### config.mk
export PLATFORM = sky130hd
export DESIGN_NAME = layer_input_deserializer
export DESIGN_NICKNAME = d
export VERILOG_FILES = /design/src/rtl/layer_input_deserializer.sv
export SDC_FILE = /design/constraint.sdc
export NUM_CORES = 1
export LEC_CHECK = 0
export CAP_MARGIN = 10
export CORE_ASPECT_RATIO = 0.6
export CORE_MARGIN = 1.5
export CORE_UTILIZATION = 35
export DETAILED_ROUTE_END_ITERATION = 12
export SLEW_MARGIN = 20
export SYNTH_ARGS = -nofsm -noshare
export SYNTH_HDL_FRONTEND = slang
export SYNTH_SLANG_ARGS = --single-unit
### constraint.sdc
create_clock -name clk -period 7.4 [get_ports clk]
set_input_delay 2.22 -clock clk [delete_from_list [all_inputs] [get_ports clk]]
set_output_delay 2.22 -clock clk [all_outputs]
set_load 0.02 [all_outputs]
### src/rtl/layer_input_deserializer.sv
// layer_input_deserializer
// Collects a serial stream of WIDTH-bit activation words into N_IN-word
// frames and presents each complete frame as one wide parallel bus.
// Two banks are used ping-pong: while one bank is presented and held
// stable, the other bank fills. Word contents are never modified.
//
// Handshake rules (both sides):
//   A transfer happens on a rising edge where valid and ready are both 1.
//   The producer may change data/valid/last freely while ready is 0; such
//   words are ignored. The deserializer never makes ready depend
//   combinationally on valid. On the output side, m_data is held constant
//   while m_valid=1 and m_ready=0. s_ready is derived only from registered
//   bank flags (and forced low during reset), so m_ready has no
//   combinational path to s_ready.
module layer_input_deserializer #(
   parameter int N_IN  = 15,
   parameter int WIDTH = 32
) (
   input  logic                    clk,
   input  logic                    rst,
   input  logic [WIDTH-1:0]        s_data,
   input  logic                    s_valid,
   input  logic                    s_last,
   output logic                    s_ready,
   output logic [N_IN*WIDTH-1:0]   m_data,
   output logic                    m_valid,
   input  logic                    m_ready,
   output logic                    err_len,
   output logic [7:0]              drop_cnt
);

   localparam int IDX_W = (N_IN > 1) ? $clog2(N_IN) : 1;
   localparam logic [IDX_W-1:0] IDX_LAST = IDX_W'(N_IN - 1);

   // Frame storage and bookkeeping
   logic [N_IN*WIDTH-1:0] r_bank [2];
   logic [1:0]            r_full;
   logic                  r_wr_bank;
   logic                  r_rd_bank;
   logic [IDX_W-1:0]      r_idx;
   logic                  r_err_len;
   logic [7:0]            r_drop_cnt;

   logic                  w_accept;
   logic                  w_at_end;
   logic                  w_commit;
   logic                  w_short;
   logic                  w_release;
   logic [1:0]            w_full_nxt;

   // Input side is ready whenever the bank being filled is empty.
   assign s_ready   = !r_full[r_wr_bank] && !rst;
   assign w_accept  = s_valid && s_ready;
   assign w_at_end  = (r_idx == IDX_LAST);
   assign w_commit  = w_accept && w_at_end;
   assign w_short   = w_accept && !w_at_end && s_last;
   assign w_release = r_full[r_rd_bank] && m_ready;

   assign m_valid  = r_full[r_rd_bank];
   assign m_data   = r_bank[r_rd_bank];
   assign err_len  = r_err_len;
   assign drop_cnt = r_drop_cnt;

   // Next bank-full flags: commit and release always target different
   // banks (a committing bank was empty, a releasing bank is full), so
   // both can be applied in the same cycle.
   always_comb begin
      w_full_nxt = r_full;
      if (w_commit) begin
         w_full_nxt[r_wr_bank] = 1'b1;
      end
      if (w_release) begin
         w_full_nxt[r_rd_bank] = 1'b0;
      end
   end

   // Flag, pointer, index and error/drop bookkeeping.
   always_ff @(posedge clk) begin
      if (rst) begin
         r_full     <= 2'b00;
         r_wr_bank  <= 1'b0;
         r_rd_bank  <= 1'b0;
         r_idx      <= '0;
         r_err_len  <= 1'b0;
         r_drop_cnt <= 8'd0;
      end else begin
         r_full    <= w_full_nxt;
         r_err_len <= 1'b0;
         if (w_release) begin
            r_rd_bank <= ~r_rd_bank;
         end
         if (w_accept) begin
            if (w_at_end) begin
               // Full-length frame: commit even when s_last is missing,
               // but flag the length violation.
               r_wr_bank <= ~r_wr_bank;
               r_idx     <= '0;
               r_err_len <= ~s_last;
            end else if (s_last) begin
               // Short frame: discard, restart the same bank.
               r_idx     <= '0;
               r_err_len <= 1'b1;
               if (r_drop_cnt != 8'hFF) begin
                  r_drop_cnt <= r_drop_cnt + 8'd1;
               end
            end else begin
               r_idx <= r_idx + 1'b1;
            end
         end
      end
   end

   // Word write into the bank being filled; the presented bank is never
   // written because it is full, which keeps m_data stable.
   always_ff @(posedge clk) begin
      if (rst) begin
         r_bank[0] <= '0;
         r_bank[1] <= '0;
      end else if (w_accept) begin
         r_bank[r_wr_bank][int'(r_idx)*WIDTH +: WIDTH] <= s_data;
      end
   end

   // w_short is kept as a named term for checker binding.
   logic w_unused;
   assign w_unused = w_short;

endmodule

==> impl_metrics.prom <==
# TYPE chip_impl_metric gauge
chip_impl_info{name="outcome",value="finished clean"} 1
chip_impl_info{name="timing.hold.worst.start",value="drop_cnt[5]"} 1
chip_impl_metric{name="synth_seq_area_share",unit="%"} 71.3
chip_impl_metric{name="number_of_enable_type_register_cells_in_the_synthesized_netlist",unit=""} 960
chip_impl_metric{name="p_per_area",unit="nW/µm²"} 233
chip_impl_metric{name="hold_violations",unit=""} 0
chip_impl_metric{name="floorplan.die.width",unit="µm"} 445
chip_impl_metric{name="post_cts.repair.setup_buffers",unit=""} 0
chip_impl_metric{name="fp.dieArea",unit="µm²"} 119000
chip_impl_metric{name="final_layout_size_suffix_gt1_share",unit="%"} 21.1
chip_impl_metric{name="synth_nets",unit=""} 2922
chip_impl_metric{name="number_of_resized_instances_in_the_post_cts_repair_step",unit=""} 0
chip_impl_metric{name="worstPathRequired",unit="ns"} 5.18
chip_impl_metric{name="postRouteAntennaNets",unit=""} 0
chip_impl_metric{name="clk_pin_slew",unit="ns"} 0.06
chip_impl_metric{name="worst_hold_path.num_cells",unit=""} 2
chip_impl_info{name="critical_path_start_type",value="input port"} 1
chip_impl_info{name="post-synth-top-count-cell",value="sky130_fd_sc_hd__edfxtp_1"} 1
chip_impl_info{name="hold_class",value="flop to flop"} 1
chip_impl_metric{name="finalWeightedCongestion",unit=""} 0.791
chip_impl_metric{name="fp-row-count",unit=""} 96
chip_impl_metric{name="synth-async-reset-ratio",unit="%"} 0
chip_impl_info{name="tritoncts",value="yes"} 1
chip_impl_metric{name="timing.final.crit_period",unit="ns"} 6.09
chip_impl_info{name="min_to",value="drop_cnt[5]"} 1
chip_impl_metric{name="slowest_delay",unit="ns"} 0.70
chip_impl_metric{name="sum_neg_setup_slack",unit="ns"} 0
chip_impl_metric{name="fin_ws",unit="ns"} 1.31
chip_impl_info{name="critPathCaptureType",value="output port"} 1
chip_impl_metric{name="netlist_area",unit="µm²"} 40900
chip_impl_metric{name="drt_first_pass_iters",unit=""} 5
chip_impl_metric{name="clk_path_buf_depth",unit=""} 3
chip_impl_metric{name="grt_overflow",unit=""} 0
chip_impl_info{name="r2r_start",value="r_idx[2]"} 1
chip_impl_metric{name="initial_cell_density_of_the_core",unit="%"} 35.5
chip_impl_metric{name="synth_top_area_share",unit="%"} 70.4
chip_impl_info{name="worstPathCellList",value="clkdlybuf4s50_1 > nor2_1 > clkdlybuf4s50_1"} 1
chip_impl_metric{name="critical_path_peak_fanout",unit=""} 2
chip_impl_info{name="critPathTopFamily",value="buffers and inverters"} 1
chip_impl_metric{name="post_synth_num_cell_types",unit=""} 42
chip_impl_metric{name="max-vdd-ir-drop",unit="V"} 0.000164
chip_impl_metric{name="yosys_warnings",unit=""} 0
chip_impl_metric{name="drt-wirelength-per-cell",unit="µm"} 25.3
chip_impl_metric{name="slew_viol_final",unit=""} 0
chip_impl_metric{name="flow.area_growth_from_synthesis",unit="%"} 25.0
chip_impl_info{name="critical_path.slowest_cell",value="sky130_fd_sc_hd__clkdlybuf4s50_1"} 1
chip_impl_metric{name="cts.sinks",unit=""} 978
chip_impl_info{name="yosysTopAreaCell",value="sky130_fd_sc_hd__edfxtp_1"} 1
chip_impl_metric{name="cts_inserted_buffers",unit=""} 95
chip_impl_metric{name="critical_path_buf_inv_count",unit=""} 2
chip_impl_info{name="timing.rr.end",value="r_bank[1][285]"} 1
chip_impl_metric{name="core_region_area",unit="µm²"} 115000
chip_impl_metric{name="synthesized_area_per_cell",unit="µm²"} 14.2
chip_impl_metric{name="die_height",unit="µm"} 268
chip_impl_metric{name="grt_max_degree",unit=""} 105
chip_impl_metric{name="timing.reg2reg.worst_path_depth",unit=""} 6
chip_impl_metric{name="clock-skew-final",unit="ns"} 0.0212
chip_impl_metric{name="finalCoreUtilization",unit="%"} 44.4
chip_impl_metric{name="timing.hold.ws",unit="ns"} 0.506
chip_impl_metric{name="worstPathArrival",unit="ns"} 3.87
chip_impl_metric{name="timing.max_slew.rel_slack",unit="%"} 28.0
chip_impl_metric{name="reg2reg_slack",unit="ns"} 3.41
chip_impl_info{name="ys.flop_type",value="sky130_fd_sc_hd__edfxtp_1"} 1
chip_impl_info{name="netlist_top_cells_count",value="sky130_fd_sc_hd__edfxtp_1 (960), sky130_fd_sc_hd__nor2_1 (716), sky130_fd_sc_hd__mux2_2 (482), sky130_fd_sc_hd__and2_1 (257), sky130_fd_sc_hd__clkbuf_1 (192)"} 1
chip_impl_metric{name="initial_antenna_violation_count",unit=""} 18
chip_impl_metric{name="clock_network_latency_to_the_later_pin_of_the_worst_skew_pair",unit="ns"} 0.68
chip_impl_metric{name="postSynthRegisterBits",unit=""} 978
chip_impl_metric{name="grt_usage",unit="%"} 20.6
chip_impl_metric{name="number_of_global_route_vias_before_repair",unit=""} 24100
chip_impl_metric{name="tightestPinTransition",unit="ns"} 1.08
chip_impl_metric{name="max_freq",unit="GHz"} 0.164
chip_impl_metric{name="drt-initial-drc-count",unit=""} 2540
chip_impl_info{name="cts_root_buf",value="sky130_fd_sc_hd__clkbuf_16"} 1
chip_impl_metric{name="htree_levels",unit=""} 3
chip_impl_info{name="crit_type",value="input port to output port"} 1
chip_impl_metric{name="finalSetupViolCount",unit=""} 0
chip_impl_metric{name="place.port_buffers",unit=""} 527
chip_impl_metric{name="worstSetupPathDepth",unit=""} 3
chip_impl_metric{name="drt_wl_total",unit="µm"} 126000
chip_impl_metric{name="cts-hold-fix-buffers",unit=""} 0
chip_impl_metric{name="place_hpwl",unit="µm"} 80400
chip_impl_info{name="crit_path_frequent_cell",value="sky130_fd_sc_hd__clkdlybuf4s50_1"} 1
chip_impl_metric{name="final_net_count",unit=""} 3426
chip_impl_metric{name="design.portCount",unit=""} 528
chip_impl_metric{name="period_share",unit="%"} 82.3
chip_impl_metric{name="vias",unit=""} 24900
chip_impl_metric{name="max_cap_viol_count",unit=""} 0
chip_impl_metric{name="static-leakage-power",unit="nW"} 17.2
chip_impl_metric{name="number_of_design_rule_violations_left_after_detail_routing",unit=""} 0
chip_impl_metric{name="via_per_inst",unit=""} 5.00
chip_impl_metric{name="place_worst_setup_slack",unit="ns"} 1.22
chip_impl_metric{name="grt_pass1_wl",unit="µm"} 176000
chip_impl_info{name="grt_setup_unrepaired",value="false"} 1
chip_impl_info{name="synth.area.top_cells",value="sky130_fd_sc_hd__edfxtp_1 (70%), sky130_fd_sc_hd__mux2_2 (13%), sky130_fd_sc_hd__nor2_1 (6.6%), sky130_fd_sc_hd__and2_1 (3.9%), sky130_fd_sc_hd__clkbuf_1 (1.8%)"} 1
chip_impl_metric{name="syn_inst",unit=""} 2878
-- metrics by stage --
step / total power, W / cells / area (µm²)
floorplan: 0.00676 / 2878 / 40900
global placement: 0.00721 / 4804 / 48200
detailed placement: 0.00721 / 4804 / 48200
CTS: 0.0120 / 4975 / 51200
global route: 0.0122 / 4976 / 51200
finish: 0.0119 / 4981 / 51200
-- per-layer routing --
metal  vias to the layer above  part of all wire, %  track usage (%)
li1                      11200                    -                -
met1                     12700                   44             29.1
met2                       874                   47             32.7
met3                       116                  7.6             4.24
met4                         0                  1.9             4.82
met5                         -                    0                0
-- cell families (layout without fill, tap and decap cells) --
logic type / after synthesis / after routing / synth area share, %
AND/OR/NAND/NOR: 1171 / 1171 / 12.7
flip-flops: 978 / 978 / 71.3
multiplexers: 484 / 484 / 13.3
buffers and inverters: 205 / 783 / 1.89
AO/OA/AOI/OAI: 31 / 31 / 0.510
adder cells (fa/ha/maj): 7 / 7 / 0.214
XOR/XNOR: 2 / 2 / 0.0428
other: 0 / 6 / 0
-- flip-flops by register name, summed over array words and instances (netlist names), named ones only --
signal     cells
err_len        1
r_rd_bank      1
r_bank       960
r_full         2
r_idx          4
drop_cnt       8
r_wr_bank      1
-- area by class of cell --
class                      instances  area (µm²)
fill                           10300       64000
sequential                       978       29200
multi-input combinational       1695       11100
timing repair buffer             605        5930
clock buffer                     120        2500
tap                             1519        1900
clock inverter                    51         513
inverter                           7        26.3
antenna                            6        15.0
-- worst max-delay path by stage --
| stage | from | to | slack (ns) |
|---|---|---|---|
| finish | rst | s_ready | 1.31 |
| global route | rst | s_ready | 1.27 |
| CTS | rst | s_ready | 1.21 |
| detailed placement | rst | s_ready | 1.22 |
| global placement | rst | s_ready | 1.21 |
| floorplan | rst | r_bank[0][0] | 1.76 |
-- tightest hold or removal path, delay by kind of cell, from the launching register on --
kind,cells,cell delay (ns)
flops,1,0.33
compound gates,2,0.12
-- cell usage in the layout, fill, tap and decap left out, types with 5 or more instances in the layout --
| cell type | instances |
|---|---|
| sky130_fd_sc_hd__nand3_2 | 11 |
| sky130_fd_sc_hd__and3_1 | 6 |
| sky130_fd_sc_hd__mux2_2 | 482 |
| sky130_fd_sc_hd__clkbuf_16 | 96 |
| sky130_fd_sc_hd__clkinv_1 | 20 |
| sky130_fd_sc_hd__inv_6 | 5 |
| sky130_fd_sc_hd__inv_1 | 6 |
| sky130_fd_sc_hd__and2_1 | 257 |
| sky130_fd_sc_hd__nand3_1 | 16 |
| sky130_fd_sc_hd__nand2_2 | 8 |
| sky130_fd_sc_hd__nor3_1 | 9 |
| sky130_fd_sc_hd__buf_4 | 72 |
| sky130_fd_sc_hd__buf_12 | 6 |
| sky130_fd_sc_hd__nor2_1 | 714 |
| sky130_fd_sc_hd__clkinvlp_4 | 6 |
| sky130_fd_sc_hd__diode_2 | 6 |
| sky130_fd_sc_hd__clkdlybuf4s50_1 | 526 |
| sky130_fd_sc_hd__clkbuf_1 | 23 |
| sky130_fd_sc_hd__or2_2 | 7 |
| sky130_fd_sc_hd__bufinv_16 | 9 |
| sky130_fd_sc_hd__o21ai_0 | 5 |
| sky130_fd_sc_hd__dfxtp_1 | 17 |
| sky130_fd_sc_hd__ha_1 | 7 |
| sky130_fd_sc_hd__clkinv_2 | 8 |
| sky130_fd_sc_hd__a21oi_1 | 11 |
| sky130_fd_sc_hd__edfxtp_1 | 960 |
| sky130_fd_sc_hd__nand2_1 | 116 |
-- power breakdown --
group / total (W) / switching, W / internal [W]
Sequential: 0.00630 / 0.0000459 / 0.00625
Clock: 0.00484 / 0.00213 / 0.00271
Combinational: 0.000776 / 0.000493 / 0.000283
Total: 0.0119 / 0.00267 / 0.00925
(Power assumes the default switching activity.)
